==> src/rtl/scan_chain_ctrl.sv <==
// Serial configuration loader for a chain of inverting (D -> QN) scan flops.
// Shifts a word in with parity pre-compensation and recovers the displaced word from SO.
module scan_chain_ctrl #(
    parameter int CHAIN_LEN = 8,
    parameter int SETTLE    = 2
) (
    input  logic                 CLK,
    input  logic                 RST,
    input  logic                 cfg_valid,
    output logic                 cfg_ready,
    input  logic [CHAIN_LEN-1:0] cfg_data,
    output logic                 SE,
    output logic                 SI,
    input  logic                 SO,
    output logic                 rb_valid,
    output logic [CHAIN_LEN-1:0] rb_data,
    output logic                 busy
);

    localparam int CW = $clog2(CHAIN_LEN) + 1;
    localparam logic [CW-1:0] LAST_IDX    = CW'(CHAIN_LEN - 1);
    localparam logic [CW-1:0] SETTLE_LAST = CW'(SETTLE - 1);
    // Parity of CHAIN_LEN-1; the shift count t = CHAIN_LEN-1-j has parity N1_ODD ^ j[0].
    localparam logic N1_ODD = 1'((CHAIN_LEN - 1) % 2);

    typedef enum logic [1:0] {
        S_IDLE,
        S_SHIFT,
        S_SETTLE,
        S_DONE
    } state_t;

    state_t               state_q, state_d;
    logic [CW-1:0]        cnt_q, cnt_d;
    logic [CHAIN_LEN-1:0] sr_q, sr_d;
    logic [CHAIN_LEN-1:0] rb_data_q;
    logic                 rb_valid_q;
    logic                 busy_q;
    logic                 so_corr;

    // One register both feeds SI from its top and collects corrected SO samples at its bottom.
    always_comb begin
        state_d   = state_q;
        cnt_d     = cnt_q;
        sr_d      = sr_q;
        cfg_ready = 1'b0;
        SE        = 1'b0;
        SI        = 1'b0;
        so_corr   = SO ^ N1_ODD ^ cnt_q[0];
        case (state_q)
            S_IDLE: begin
                cfg_ready = 1'b1;
                if (cfg_valid) begin
                    state_d = S_SHIFT;
                    cnt_d   = LAST_IDX;
                    sr_d    = cfg_data;
                end
            end
            S_SHIFT: begin
                SE   = 1'b1;
                SI   = sr_q[CHAIN_LEN-1] ^ ~cnt_q[0];
                sr_d = {sr_q[CHAIN_LEN-2:0], so_corr};
                if (cnt_q == '0) begin
                    if (SETTLE > 0) begin
                        state_d = S_SETTLE;
                        cnt_d   = SETTLE_LAST;
                    end else begin
                        state_d = S_DONE;
                    end
                end else begin
                    cnt_d = cnt_q - CW'(1);
                end
            end
            S_SETTLE: begin
                if (cnt_q == '0) begin
                    state_d = S_DONE;
                end else begin
                    cnt_d = cnt_q - CW'(1);
                end
            end
            S_DONE: begin
                state_d = S_IDLE;
            end
            default: begin
                state_d = S_IDLE;
            end
        endcase
        // No chain edge may happen while reset is asserted.
        if (RST) begin
            SE = 1'b0;
            SI = 1'b0;
        end
    end

    always_ff @(posedge CLK) begin
        if (RST) begin
            state_q    <= S_IDLE;
            cnt_q      <= '0;
            sr_q       <= '0;
            rb_data_q  <= '0;
            rb_valid_q <= 1'b0;
            busy_q     <= 1'b0;
        end else begin
            state_q    <= state_d;
            cnt_q      <= cnt_d;
            sr_q       <= sr_d;
            rb_valid_q <= (state_d == S_DONE);
            busy_q     <= (state_d != S_IDLE);
            if (state_d == S_DONE) begin
                rb_data_q <= sr_d;
            end
        end
    end

    assign rb_valid = rb_valid_q;
    assign rb_data  = rb_data_q;
    assign busy     = busy_q;

endmodule

==> config.mk <==
export PLATFORM = sky130hd
export DESIGN_NAME = scan_chain_ctrl
export DESIGN_NICKNAME = d
export VERILOG_FILES = /design/src/rtl/scan_chain_ctrl.sv
export SDC_FILE = /design/constraint.sdc
export NUM_CORES = 1
export LEC_CHECK = 0
export ABC_AREA = 1
export CAP_MARGIN = 20
export CORE_UTILIZATION = 40
export DETAILED_ROUTE_END_ITERATION = 16
export GPL_TIMING_DRIVEN = 1
export PLACE_DENSITY = 0.67
export SLEW_MARGIN = 20
export SYNTH_ARGS = -nofsm -noshare
export SYNTH_HDL_FRONTEND = slang
export SYNTH_SLANG_ARGS = --single-unit
==> constraint.sdc <==
create_clock -name CLK -period 3.5 [get_ports CLK]
set_clock_uncertainty 0.05 [all_clocks]
set_input_delay 0.875 -clock CLK [delete_from_list [all_inputs] [get_ports CLK]]
set_output_delay 0.875 -clock CLK [all_outputs]
set_load 0.01 [all_outputs]
* Word-level counts from Yosys, hierarchy flattened
Index checks and enable logic that the tools add are counted.
W data, S select, Z words.
** Storage, ports and cells
- Bits in registers :: 24
- Latch bits :: 0
- RAM bits :: 0
- Bits in read-only memories :: 0
- Bits of input ports :: 12
- Output and inout port bits :: 13
- Logic and storage cells :: 37
- Memories kept :: 0
** Cells by class
- Add/sub/neg operators :: 1
- Multiply operators :: 0
- Divide/modulo/power cells :: 0
- $lt $le $gt $ge :: 0
- Equality and inequality tests :: 6
- Shifts and indexed selects :: 0
- Multiplexer cells :: 15
- Bitwise operators :: 4
- Reduce and logical (&&, ||, !) cells :: 5
** Operators with widths (number)
- $pmux W8 S2 :: 1
- $mux W4 :: 3
- $pmux W4 S3 :: 1
- $mux W8 :: 1
- $pmux W2 S4 :: 1
- $eq A2 B2 Y1 const B :: 3
- $mux W2 :: 3
- $mux W1 :: 5
- $logic_not A4 Y1 :: 1
- $ne A2 B2 Y1 const B :: 2
- $sub A4 B1 Y4 const B :: 1
- $reduce_and A3 Y1 :: 1
- $reduce_bool A3 Y1 :: 1
- $eq A2 B1 Y1 const B :: 1
- $logic_not A2 Y1 :: 1
- $not A1 Y1 :: 2
- $reduce_bool A2 Y1 :: 1
- $xor A1 B1 Y1 :: 2

* Logic depth before layout (Yosys ltp)
Gate-level depths: netlist of run 1.
- Depth in word-level cells :: 4
- Gate-level depth with buffers :: 11
- Depth with buffers taken out :: 10

* Worst setup path before layout of run 1
No wires, ideal clock.
- Kind :: in2out
- Start :: input port RST
- End :: output port SE
- Arrival :: 1.249 ns
- Required time :: 2.575 ns
- Path slack :: 1.326 ns
- Stages :: 2
- Path buffers :: 1
- Path through :: clkbuf_1 -> nor2_1
** On the way
- Cells in the longest elaborated chain, start to end :: 1
** RTL lines
- start: declaration :: line 8 : input logic RST,
- $mux W1 :: line 89 : if (RST) begin
- end: declaration :: line 12 : output logic SE,
Every way passes these cells.

* Final worst setup path of run 1
Ends and elaborated chain as after synthesis.

==> out/qor.yml, run 1 <==
timing:
  hold_violations: 0
  relSlewSlack: 0.692
  setup_tns_ns: 0
  rsz0062_at_grt: "false"
  hold_ws_ns: 0.444
  report.final.slew_viol_count: 0
  fin_crit_sh: 0.865
  fmaxAchievable_mhz: 330
  finalSetupViolCount: 0
  post-route-min-period_ns: 3.03
  worstMarginPinSlew_ns: 0.459
clock_tree:
  cts_tree: "done"
  cts_sinks: 24
  clock_path_buffers: 2
  cts_resized: 0
  hold_buffers: 0
  root_buffer: "clkbuf_4"
  cts_inserted_buffers: 3
  clock_latency_ns: 0.31
  cts_setup_buffers: 0
  cts-htree-levels: 1
  clk_pin_slew_ns: 0.13
power_and_ir_drop:
  powerDensity_mw_per_mm2: 627
  cellLeakagePower_nw: 0.677
  peakVddDrop_v: 0.000316
critical_path:
  cp-endpoint: "SE"
  worstReg2RegStart: "state_q[1]$_SDFF_PP0_"
  worstSetupPathType: "primary input to output port"
  critPathLaunchType: "primary input"
  regToRegSetupSlack_ns: 1.56
  r2r_cells: 9
  startpoint: "RST"
  setup.worst_path.end_class: "output port"
  r2r-end: "rb_data[2]$_SDFFE_PP0N_"
  crit_arrival_ns: 2.10
  worstPathRequired_ns: 2.57
  cp_max_fo: 3
synthesis:
  synth_cells: 174
  netlist_top_cells_area: "dfxtp_1 (39%), nand2_1 (10%), nor2_1 (8.3%), a21oi_1 (8.2%), ha_1 (7.2%)"
  syn_nets: 193
  synthArstFlopShare: 0
  yosys_warnings: 0
  yosysTopAreaCell: "dfxtp_1"
  ys.flop_type: "dfxtp_1"
  yosys-top-cells-count: "nand2_1 (34), nor2_1 (27), dfxtp_1 (24), inv_1 (22), a21oi_1 (20)"
  yosys.cell_count.top_type: "nand2_1"
  avgSynthCellArea_um2: 7.02
  yosys_register_bits: 24
  ys_seq_area_frac: 0.393
  synth_top_area_frac: 0.393
  synth.distinct_cells: 19
  netlist_area_mm2: 0.00122
  synth-edff-count: 0
status:
  status: "finished, violations left"
  failed_checks: "design-rule violations"
drt:
  postRouteAntennaNets: 0
  wl_per_cell_um: 11.8
  route.detailed.drc: 4
  via_count: 1151
  drt_iter0_drc: 41
  drt-total-wl_mm: 2.72
  via_per_inst: 5.00
  firstDrtPassIters: 10
global_routing:
  grt_use_total: 0.183
  grt_max_degree: 18
  antenna_found_initial: 0
  grt_pass1_vias: 1085
  grt-ovfl-total: 0
  grt_first_pass_wirelength_mm: 4.65
cells_and_area:
  antenna_cells: 0
  drive_gt1_frac: 0.0553
  fillerInstances: 289
  final_area_mm2: 0.00153
  layout.nets: 219
  synthToLayoutAreaGrowth_pct: 25.3
floorplanning:
  num_rows: 19
  die_h_um: 57.3
  io_pins: 25
  core_mm2: 0.00283
  fp.dieW_um: 57.3
  dieArea_mm2: 0.00328
  initial_core_util: 0.432
job:
  cap_viol_max_count: 0
placement:
  postPlaceCellArea_mm2: 0.00148
  gp_congestion: 0.878
  dp_hpwl_mm: 2.03
  port_buffers: 24
min_path:
  hold_path.class: "flop to flop"
final cells by class:
| type | instances | area (um2) | share of cell area |
|---|---|---|---|
| clock buffer | 3 | 22.5 | 0.0147 |
| clock inverter | 1 | 30.0 | 0.0196 |
| inverter | 23 | 86.3 | 0.0564 |
| multi-input combinational | 123 | 624 | 0.408 |
| sequential | 24 | 480 | 0.314 |
| tap | 31 | 38.8 | 0.0253 |
| timing repair buffer | 25 | 248 | 0.162 |
metrics by stage:
step / setup WS, ns / total power, mW / utilization / std cells
finish: 0.472 / 0.959 / 0.541 / 230
global route: 0.378 / 1.03 / 0.541 / 230
CTS: 0.471 / 0.964 / 0.541 / 230
detailed placement: 0.473 / 0.764 / 0.522 / 226
global placement: 0.486 / 0.754 / 0.522 / 226
floorplan: 1.33 / 0.645 / - / 174
registers in the layout, indices dropped and copies added (netlist names):
| name | cells |
|---|---|
| busy | 1 |
| rb_data | 8 |
| cnt_q | 4 |
| rb_valid | 1 |
| sr_q | 8 |
| state_q | 2 |
worst max-delay path, cell delays in order:
cell,delay (ns)
clkdlybuf4s50_1,0.45
nor2_1,0.21
clkdlybuf4s50_1,0.57
kinds of logic after synthesis:
| group | Yosys count | synth area share |
|---|---|---|
| fa+ha+maj | 7 | 0.0717 |
| xor+xnor | 3 | 0.0215 |
| simple gates | 76 | 0.255 |
| flops | 24 | 0.393 |
| buf+inv | 27 | 0.0953 |
| compound gates | 37 | 0.163 |
where the power goes:
part	leakage, nW	internal (mW)	switching [mW]
logic	0.453	0.160	0.243
clock network	0.0279	0.116	0.0845
registers	0.197	0.324	0.0318
how the worst min path moves through the flow:
| stage | from | to | slack, ns | depth (start not counted) |
|---|---|---|---|---|
| after CTS | rb_data[4]$_SDFFE_PP0N_ | rb_data[4]$_SDFFE_PP0N_ | 0.45 | 2 |
| final | rb_data[4]$_SDFFE_PP0N_ | rb_data[4]$_SDFFE_PP0N_ | 0.44 | 2 |
| after global placement | rb_data[4]$_SDFFE_PP0N_ | rb_data[4]$_SDFFE_PP0N_ | 0.41 | 2 |
| after global routing | rb_data[4]$_SDFFE_PP0N_ | rb_data[4]$_SDFFE_PP0N_ | 0.47 | 2 |
| after detailed placement | rb_data[4]$_SDFFE_PP0N_ | rb_data[4]$_SDFFE_PP0N_ | 0.42 | 2 |
| after floorplan | sr_q[3]$_SDFF_PP0_ | sr_q[3]$_SDFF_PP0_ | 0.42 | 2 |
routing by layer:
layer	GRT usage	vias up	part of all wire
li1	-	602	-
met1	0.224	511	0.44
met2	0.334	33	0.49
met3	0.0272	5	0.056
met4	0.0453	0	0.011
met5	0	-	0
cell usage in the layout (no fill, tap or decap):
cell type	count
a21oi_1	20
nor3_1	1
o211ai_1	1
clkbuf_4	3
nand2_1	34
nor2_1	27
nand3b_1	1
xor2_1	3
nand3_1	9
inv_2	1
nor2_2	1
nand2_2	3
o21ai_0	14
dfxtp_1	24
inv_1	22
o21ai_1	1
bufinv_16	1
clkdlybuf4s50_1	24
a21oi_4	1
buf_4	1
ha_1	7
No activity file was read; power rests on OpenSTA's default activity.
==> run 2, diff against run 1 <==
--- a/config.mk
+++ b/config.mk
@@ -6,11 +6,13 @@
 export NUM_CORES = 1
 export LEC_CHECK = 0
 export ABC_AREA = 1
+export ABC_CLOCK_PERIOD_IN_PS = 2800
 export CAP_MARGIN = 20
 export CORE_UTILIZATION = 40
 export DETAILED_ROUTE_END_ITERATION = 16
 export GPL_TIMING_DRIVEN = 1
 export PLACE_DENSITY = 0.67
+export RECOVER_POWER = 100
 export SLEW_MARGIN = 20
 export SYNTH_ARGS = -nofsm -noshare
 export SYNTH_HDL_FRONTEND = slang
==> constraint.sdc (replaced) <==
create_clock -name CLK -period 2.8 [get_ports CLK]
set_clock_uncertainty 0.05 [all_clocks]
set_input_delay 0.7 -clock CLK [delete_from_list [all_inputs] [get_ports CLK]]
set_output_delay 0.7 -clock CLK [all_outputs]
set_load 0.01 [all_outputs]
==> run 2 against run 1 <==
The run still ends with design-rule violations left; global-route usage rose by 0.18 points; worst hold slack about the same; utilization is 0.27 points higher; register-to-register slack worse by 0.83 ns; combinational power up 23%; wire length rose by 1.2%; critical path depth did not move; first-iteration DRC count grew 80%; sequential share of layout area shrank 0.15 points; largest cell class unchanged.
==> out/qor.yml, run 2 (synthesis results as in run 1) <==
status:
  status: "finished, violations left"
  failed_checks: "design-rule violations"
placement:
  gp_congestion: 0.866
  port_buffers: 24
  dp_hpwl_mm: 2.03
cells_and_area:
  seq_area_um2: 480
  fillerInstances: 272
  drive_gt1_frac: 0.0503
  final_common_cell: "nand2_1"
  multi_input_area_um2: 632
  layout.nets: 219
  antenna_cells: 0
  synthToLayoutAreaGrowth_pct: 25.9
  mostFrequentLayoutCells: "nand2_1 (36), nor2_1 (27), dfxtp_1 (24)"
clock_tree:
  root_buffer: "clkbuf_4"
  cts_setup_buffers: 0
  clk_pin_slew_ns: 0.14
  hold_buffers: 0
  cts_sinks: 24
  cts_resized: 1
  cts_tree: "done"
  clock_path_buffers: 2
  clock_latency_ns: 0.32
  cts-htree-levels: 1
  cts_inserted_buffers: 3
critical_path:
  critPathLaunchType: "primary input"
  startpoint: "RST"
  setup.worst_path.end_class: "output port"
  worstSetupPathType: "primary input to output port"
  crit_arrival_ns: 1.98
  worstReg2RegStart: "cnt_q[0]$_SDFFE_PP0P_"
  r2r_cells: 7
  worstPathRequired_ns: 2.05
  cp_max_fo: 3
floorplanning:
  fp.dieW_um: 57.3
  num_rows: 19
  core_mm2: 0.00283
  io_pins: 25
  die_h_um: 57.3
  initial_core_util: 0.432
  dieArea_mm2: 0.00328
timing:
  rsz0062_at_grt: "false"
  worstMarginPinSlew_ns: 0.745
  post-route-min-period_ns: 2.73
  relSlewSlack: 0.498
  report.final.slew_viol_count: 0
  finalSetupViolCount: 0
  hold_ws_ns: 0.444
  setup_tns_ns: 0
  fmaxAchievable_mhz: 366
  fin_crit_sh: 0.977
  hold_violations: 0
drt:
  drt_iter0_drc: 74
  via_per_inst: 5.03
  drt-total-wl_mm: 2.75
  via_count: 1158
  postRouteAntennaNets: 0
  route.detailed.drc: 4
  firstDrtPassIters: 10
  wl_per_cell_um: 12.0
global_routing:
  grt_use_total: 0.184
  grt_max_degree: 18
  grt_first_pass_wirelength_mm: 4.72
  antenna_found_initial: 0
  grt-ovfl-total: 0
  grt_pass1_vias: 1133
power_and_ir_drop:
  cellLeakagePower_nw: 0.712
  powerDensity_mw_per_mm2: 776
  peakVddDrop_v: 0.000500
job:
  cap_viol_max_count: 0
min_path:
  hold_path.class: "flop to flop"
  holdPathStages: 2
  hp-start: "rb_data[1]$_SDFFE_PP0N_"
-- run 2: final timing paths --
kind | endpoint | slack [ns]
setup / recovery | SE | 0.07
hold / removal | rb_data[1]$_SDFFE_PP0N_ | 0.44
setup reg to reg | cnt_q[1]$_SDFFE_PP0P_ | 0.73
hold reg to reg | rb_data[1]$_SDFFE_PP0N_ | 0.44
-- run 2: cell type report --
| type | count | area share |
|---|---|---|
| flip-flops and latches | 24 | 0.312 |
| inverters | 23 | 0.0561 |
| well taps | 31 | 0.0252 |
| repair buffers | 25 | 0.161 |
| multi-input cells | 123 | 0.411 |
| clock buffers | 3 | 0.0146 |
| clock inverters | 1 | 0.0195 |
-- run 2: layer usage --
metal	global-route usage	up-vias	share of wire
met5	0	-	0
met4	0.0767	0	0.025
met3	0.0272	7	0.054
met2	0.338	39	0.49
met1	0.214	512	0.43
li1	-	600	-
-- run 2: worst max-delay path: stages --
cell	delay [ns]
clkdlybuf4s50_1	0.45
nor2_1	0.19
dlygate4sd3_1	0.64
-- run 2: per-stage QoR --
stage | setup WS, ns | area [um2] | cells | utilization | total power, mW
global placement | 0.130 | 1480 | 226 | 0.522 | 0.945
finish | 0.0651 | 1540 | 230 | 0.544 | 1.19
global route | 0.00813 | 1540 | 230 | 0.544 | 1.29
detailed placement | 0.125 | 1480 | 226 | 0.522 | 0.956
floorplan | 0.950 | 1220 | 174 | - | 0.806
CTS | 0.0251 | 1530 | 230 | 0.542 | 1.21
-- run 2: report_power, final --
group	switching (mW)	internal, mW	total (mW)
registers	0.0402	0.405	0.445
clock network	0.109	0.145	0.253
logic	0.305	0.189	0.494
